`config.mk`:
```
export PLATFORM = sky130hd
export DESIGN_NAME = ctrl_cdc_tx_flat
export DESIGN_NICKNAME = d
export VERILOG_FILES = /design/src/rtl/ctrl_cdc_tx_if.sv /design/src/rtl/ctrl_cdc_tx.sv /design/src/flat_wrapper.sv
export SDC_FILE = /design/constraint.sdc
export NUM_CORES = 1
export LEC_CHECK = 0
export CAP_MARGIN = 20
export CORE_AREA = 2 2 59 61
export DETAILED_ROUTE_END_ITERATION = 10
export DIE_AREA = 0 0 61 63
export PLACE_DENSITY_LB_ADDON = 0.15
export REMOVE_ABC_BUFFERS = 1
export SLEW_MARGIN = 5
export SYNTH_ARGS = -nofsm -noshare
export SYNTH_HDL_FRONTEND = slang
export SYNTH_SLANG_ARGS = --single-unit
export TNS_END_PERCENT = 100
```
`constraint.sdc`:
```
create_clock -name clkA -period 4.9 [get_ports clkA]
set_input_delay 0.98 -clock clkA [delete_from_list [all_inputs] [get_ports clkA]]
set_output_delay 0.98 -clock clkA [all_outputs]
set_load 0.02 [all_outputs]
```
`src/rtl/ctrl_cdc_tx_if.sv`:
```
// rtl/ctrl_cdc_tx_if.sv - valid/ready word bus feeding the toggle CDC sender
interface ctrl_cdc_tx_if #(
  parameter int DATA_W = 4
) ();
  logic [DATA_W-1:0] ctrl_in;
  logic              ctrl_valid;
  logic              ctrl_ready;

  modport master (output ctrl_in, output ctrl_valid, input ctrl_ready);
  modport slave  (input ctrl_in, input ctrl_valid, output ctrl_ready);
endinterface

```
`src/rtl/ctrl_cdc_tx.sv`:
```
// rtl/ctrl_cdc_tx.sv - source-domain toggle req/ack sender for control words
module ctrl_cdc_tx #(
  parameter int DATA_W      = 4,
  parameter int SYNC_STAGES = 2,
  parameter int TIMEOUT_CYC = 255
) (
  input  logic              clkA,
  input  logic              rstA,
  ctrl_cdc_tx_if.slave      ctrl,
  output logic [DATA_W-1:0] ctrl_hold,
  output logic              req_tgl,
  input  logic              ack_tgl_async,
  output logic              timeout,
  output logic [7:0]        xfer_cnt
);

  // Counter just wide enough to hold TIMEOUT_CYC; one bit when the timeout is off.
  localparam int CNT_W = (TIMEOUT_CYC < 2) ? 1 : $clog2(TIMEOUT_CYC + 1);
  localparam logic [CNT_W-1:0] TO_MAX  = CNT_W'(TIMEOUT_CYC);
  localparam logic [CNT_W-1:0] TO_LAST = CNT_W'((TIMEOUT_CYC > 0) ? TIMEOUT_CYC - 1 : 0);

  typedef enum logic {IDLE = 1'b0, WAIT = 1'b1} state_t;

  state_t                 state;
  state_t                 state_next;
  logic [SYNC_STAGES-1:0] sync;
  logic                   ack_sync;
  logic                   ack_match;
  logic                   ready;
  logic                   accept;
  logic                   done;
  logic [CNT_W-1:0]       to_cnt;

  assign ack_sync   = sync[SYNC_STAGES-1];
  assign ack_match  = (ack_sync == req_tgl);
  assign ctrl.ctrl_ready = ready;

  // Ack synchronizer: the only consumer of the asynchronous ack toggle.
  always_ff @(posedge clkA or negedge rstA) begin
    if (!rstA) begin
      sync <= '0;
    end else begin
      sync <= {sync[SYNC_STAGES-2:0], ack_tgl_async};
    end
  end

  // FSM state register.
  always_ff @(posedge clkA or negedge rstA) begin
    if (!rstA) begin
      state <= IDLE;
    end else begin
      state <= state_next;
    end
  end

  // Next state and handshake decode; a stale ack in IDLE keeps ready low.
  always_comb begin
    state_next = state;
    ready      = 1'b0;
    accept     = 1'b0;
    done       = 1'b0;
    case (state)
      IDLE: begin
        ready = ack_match;
        if (ctrl.ctrl_valid && ack_match) begin
          accept     = 1'b1;
          state_next = WAIT;
        end
      end
      WAIT: begin
        if (ack_match) begin
          done       = 1'b1;
          state_next = IDLE;
        end
      end
      default: state_next = IDLE;
    endcase
  end

  // Word capture, request toggle and completed-transfer count.
  always_ff @(posedge clkA or negedge rstA) begin
    if (!rstA) begin
      ctrl_hold <= '0;
      req_tgl   <= 1'b0;
      xfer_cnt  <= 8'd0;
    end else begin
      if (accept) begin
        ctrl_hold <= ctrl.ctrl_in;
        req_tgl   <= ~req_tgl;
      end
      if (done) begin
        xfer_cnt <= xfer_cnt + 8'd1;
      end
    end
  end

  // Overdue-ack watchdog: saturating count, single pulse on reaching the limit,
  // and a completing ack on the same cycle suppresses the pulse.
  always_ff @(posedge clkA or negedge rstA) begin
    if (!rstA) begin
      to_cnt  <= '0;
      timeout <= 1'b0;
    end else begin
      timeout <= 1'b0;
      if (accept) begin
        to_cnt <= '0;
      end else if ((TIMEOUT_CYC != 0) && (state == WAIT) && !done && (to_cnt != TO_MAX)) begin
        to_cnt <= to_cnt + 1'b1;
        if (to_cnt == TO_LAST) begin
          timeout <= 1'b1;
        end
      end
    end
  end

endmodule

```
`src/flat_wrapper.sv`:
```
// flat-port wrapper written by rule: the top's interface ports become plain ports
module ctrl_cdc_tx_flat 
#(
  parameter int DATA_W      = 4,
  parameter int SYNC_STAGES = 2,
  parameter int TIMEOUT_CYC = 255
)
  (clkA, rstA, ctrl_hold, req_tgl, ack_tgl_async, timeout, xfer_cnt, ctrl_ctrl_in, ctrl_ctrl_valid, ctrl_ctrl_ready);
  ctrl_cdc_tx_if #(.DATA_W(DATA_W)) ctrl_i ();
  input  logic clkA;
  input  logic rstA;
  output logic [DATA_W-1:0] ctrl_hold;
  output logic req_tgl;
  input  logic ack_tgl_async;
  output logic timeout;
  output logic [7:0] xfer_cnt;
  input wire logic [$bits(ctrl_i.ctrl_in)-1:0] ctrl_ctrl_in;
  input wire logic [$bits(ctrl_i.ctrl_valid)-1:0] ctrl_ctrl_valid;
  output wire logic [$bits(ctrl_i.ctrl_ready)-1:0] ctrl_ctrl_ready;
  assign ctrl_i.ctrl_in = ctrl_ctrl_in;
  assign ctrl_i.ctrl_valid = ctrl_ctrl_valid;
  assign ctrl_ctrl_ready = ctrl_i.ctrl_ready;
  ctrl_cdc_tx #(.DATA_W(DATA_W), .SYNC_STAGES(SYNC_STAGES), .TIMEOUT_CYC(TIMEOUT_CYC)) u_core (.clkA(clkA), .rstA(rstA), .ctrl(ctrl_i), .ctrl_hold(ctrl_hold), .req_tgl(req_tgl), .ack_tgl_async(ack_tgl_async), .timeout(timeout), .xfer_cnt(xfer_cnt));
endmodule
```
# ---- Word-level counts from Yosys, hierarchy flattened
# Cells that the tools add are included.
dict set report classes {
  n_addsub 2
  n_reduce_logical 5
  eq_ne 3
  n_bitwise 2
  muxes 12
}
# operator count
set ops {}
lappend ops {{adder 8 x 1 -> 8 bit, second input constant} 2}
lappend ops {{two-way mux 8 bit} 2}
lappend ops {{two-way mux 1 bit} 9}
lappend ops {{== test 8 bit, second input constant} 1}
lappend ops {{!= test 8 bit, second input constant} 1}
lappend ops {{logical AND 1 bit} 3}
lappend ops {{inverter 1 bit} 2}
lappend ops {{case mux 1 bit (2 select lines)} 1}
lappend ops {{nonzero test 2 bit} 1}
lappend ops {{== test 1 bit} 1}
lappend ops {{logical NOT 1 bit} 1}
dict set report totals {
  inputBits 8
  register_bits 25
  wordCells 31
  out_inout_bits 15
}

# ---- Depth between registers and ports, before layout
dict set report logic_depth {
  word_depth 8
  ltp_mapped 5
  mapped_depth_nobuf 5
}

# ---- Worst setup path after synthesis
# OpenSTA, ideal clock, no wires.
dict set report synth_path {
  kind {register to output}
  start {reg u_core.req_tgl}
  end {out ctrl_ctrl_ready}
  slack_ns 2.897
  n_path_buf 0
  arrival_time_ns 1.023
  t_required_ns 3.920
  stages_incl_launch_ff 3
  cell_sequence {dfrtp_1 xor2_1 nor2_1}
}
dict set report synth_between {
  elab_chain_cells 2
}
# item line
set synth_lines {}
lappend synth_lines {{from (decl)} ctrl_cdc_tx.sv:11} ;# output logic req_tgl,
lappend synth_lines {{from (signal assigned)} ctrl_cdc_tx.sv:89} ;# req_tgl <= ~req_tgl;
lappend synth_lines {{== test 1 bit} ctrl_cdc_tx.sv:35} ;# assign ack_match = (ack_sync == req_tgl);
lappend synth_lines {{two-way mux 1 bit} ctrl_cdc_tx.sv:62} ;# case (state)
lappend synth_lines {{to (decl)} flat_wrapper.sv:19} ;# output wire logic [$bits(ctrl_i.ctrl_ready)-1:0] ctrl_ctrl_ready;
# No other way between the ends.

# ---- Final worst setup path
# Same ends and word-level chain as after synthesis.

==> reports/summary.txt <==
Yosys warning count -> 0
hold_buf cts -> 0
r2r setup slk -> 3.14 ns
HP Start -> u_core.sync[0]
Finished Core Util -> 44.3%
Hold Vio Cnt, Final -> 0
num rows -> 21
DR WL/cell -> 12.7 µm
VDD IR-drop max -> 0.362 mV
post_cts resized -> 0
htree depth -> 1
HPWL Detailed -> 1610 µm
hold crit path type -> register to register
fin cells -> 178
Worst-Margin Slew -> 0.498 ns
FF/Latch Area -> 626 µm²
Hold Path Stages -> 0
initial cell density of the core -> 34.9%
Synth Register Bits -> 25
pwr/cell area -> 502 mW/mm²
post-route cell area -> 0.00143 mm²
number of buffers created by CTS -> 3
layout cell share with drive strength beyond 1 -> 6.06%
die width -> 61 µm
fin crit period -> 2.74 ns
status -> completed
Die H -> 63 µm
DR pass1 iterations -> 4
clk_lat worst skew -> 0.31 ns
pre-CTS WS -> 2.50 ns
Antenna Cells -> 0
worst r2r path cells -> 4
initial antenna violation count -> 0
Hold EP -> u_core.sync[1]
first-pass GRT wire length -> 4090 µm
Avg Cell Area, Syn -> 10.5 µm²
Slew Limit Fails -> 0
Tot Pwr -> 0.718 mW
Worst R2R End -> u_core.to_cnt[6]
worst endpoint data arrival time -> 1.76 ns
Port Buffer Count -> 22
placed cell area -> 0.00140 mm²
nets@finish -> 144
initial DRC count -> 35
Hold WS -> 0.363 ns
WS Path Type -> register to output port
crit start category -> register
Setup-failing EPs final -> 0
antenna-violating nets left -> 0
Clock Skews -> 0.00138 ns
library cells used by synthesis -> 30
routability cong. -> 0.836
final WL -> 2270 µm
Setup TNS -> 0 ns
Max Freq -> 0.365 GHz
post-synthesis cell count -> 107
Area Growth Syn to Fin -> 26.9%
Clock Tree Buf Depth -> 2
worst setup margin -> 2.16 ns
synthesized cell area -> 0.00113 mm²
Slew Limit Headroom -> 66.7%
# fillers -> 318
clock sinks -> 25
Via density -> 4.81
CP required -> 3.92 ns
Core Region -> 0.00323 mm²
Inst Count DP -> 174
Die ar. -> 0.00384 mm²
drt drc -> 0
Reg clk slew, reported paths -> 0.13 ns
post-route clock period utilization -> 55.9%
largest net degree at the start of global routing -> 26
GRT Util Overall -> 13.8%
RSZ-0062 raised after global routing -> no
worst-path fanout max -> 5
sequential area share after synthesis -> 55.5%
via count -> 857
Reg-to-Reg Start -> u_core.req_tgl
IO Pins -> 23
post-CTS setup buffer count -> 0
area of the multi-input gates -> 478 µm²
grt total ovfl -> 0
clk root buf -> clkbuf_4
vias in the first global route -> 891
TritonCTS clock tree -> done
MaxCap Viol Count -> 0
Worst setup EP type -> output port
Pleak -> 0.613 nW
-- area by class of cell --
type | instances | share of cell area, %
Clock buffer | 4 | 1.84
Inverter | 4 | 1.05
Multi-Input combinational cell | 76 | 33.4
Sequential cell | 25 | 43.7
Tap cell | 46 | 4.02
Timing Repair Buffer | 23 | 15.9
-- worst max-delay path by stage --
stage,startpoint,endpoint,cells after the start
6_report,u_core.req_tgl,ctrl_ctrl_ready,3
5_1_grt,u_core.req_tgl,ctrl_ctrl_ready,3
4_1_cts,u_core.req_tgl,ctrl_ctrl_ready,3
3_5_place_dp,u_core.req_tgl,ctrl_ctrl_ready,3
3_3_place_gp,u_core.req_tgl,ctrl_ctrl_ready,3
2_1_floorplan,u_core.req_tgl,ctrl_ctrl_ready,2
-- sequential cells by signal, summed over array words and instances, names as in the netlist --
signal	count
u_core.ctrl_hold	4
u_core.xfer_cnt	8
u_core.req_tgl	1
u_core.to_cnt	8
u_core.state	1
u_core.timeout	1
u_core.sync	2
-- worst max-delay path: stages (launching register included) --
cell	delay, ns
dfrtp_1	0.45
xor2_1	0.37
nor2_1	0.09
clkdlybuf4s50_1	0.55
-- cell usage in the layout (no fill, tap or decap), types with 2 or more instances in the layout --
cell	count
and3_1	2
nor3_1	4
mux2i_1	2
nand2_1	19
dfrtp_1	25
xor2_1	3
nor2_1	5
clkbuf_4	3
o21ai_0	4
nand3_1	8
ha_1	3
inv_1	4
clkdlybuf4s50_1	22
xnor2_1	7
nand4_1	4
-- Yosys cell counts, drive strengths merged --
| cell type | number | share of area, % |
|---|---|---|
| nand2 | 19 | 6.3 |
| nor4 | 1 | 0.56 |
| or3 | 1 | 1.0 |
| a21oi | 1 | 0.44 |
| nor3 | 4 | 1.8 |
| nand3b | 1 | 0.67 |
| a41oi | 1 | 0.78 |
| o21ai | 4 | 1.8 |
| nand3 | 8 | 3.6 |
| or4 | 1 | 0.67 |
| mux2 | 1 | 1.0 |
| clkbuf | 2 | 0.78 |
| o2111a | 1 | 1.0 |
| nor4b | 1 | 0.78 |
| o211ai | 1 | 0.67 |
| ha | 3 | 3.3 |
| o21ba | 1 | 0.89 |
| o31ai | 1 | 0.67 |
| dfrtp | 25 | 55 |
| and3 | 3 | 1.8 |
| nand2b | 1 | 0.56 |
| nand4 | 4 | 2.2 |
| a311oi | 1 | 0.78 |
| mux2i | 2 | 1.8 |
| xnor2 | 7 | 5.4 |
| xor2 | 3 | 2.3 |
| inv | 4 | 1.3 |
| nor2 | 5 | 1.7 |
-- routing by layer --
metal	vias to the layer above	share of wire [%]	GRT usage [%]
li1	428	-	-
met1	407	48	19.0
met2	20	47	20.8
met3	2	4.8	4.14
met4	0	0.84	4.08
met5	-	0	0
-- where the power goes --
part	total [mW]	switching [mW]	internal (mW)
clock network	0.0902	0.0584	0.0318
registers	0.320	0.0577	0.263
logic	0.308	0.166	0.141
total	0.718	0.282	0.436
-- kinds of logic (layout without fill, tap and decap cells) --
| kind of cell | count (synthesis) | count (layout) | synth area share [%] |
|---|---|---|---|
| XOR/XNOR | 10 | 10 | 7.77 |
| adder cells (fa/ha/maj) | 3 | 3 | 3.33 |
| flip-flops | 25 | 25 | 55.5 |
| buffers and inverters | 6 | 31 | 2.11 |
| multiplexers | 3 | 3 | 2.77 |
| AO/OA/AOI/OAI | 11 | 11 | 6.99 |
| AND/OR/NAND/NOR | 49 | 49 | 21.5 |
Note: power is estimated with default switching activity, not from simulation.
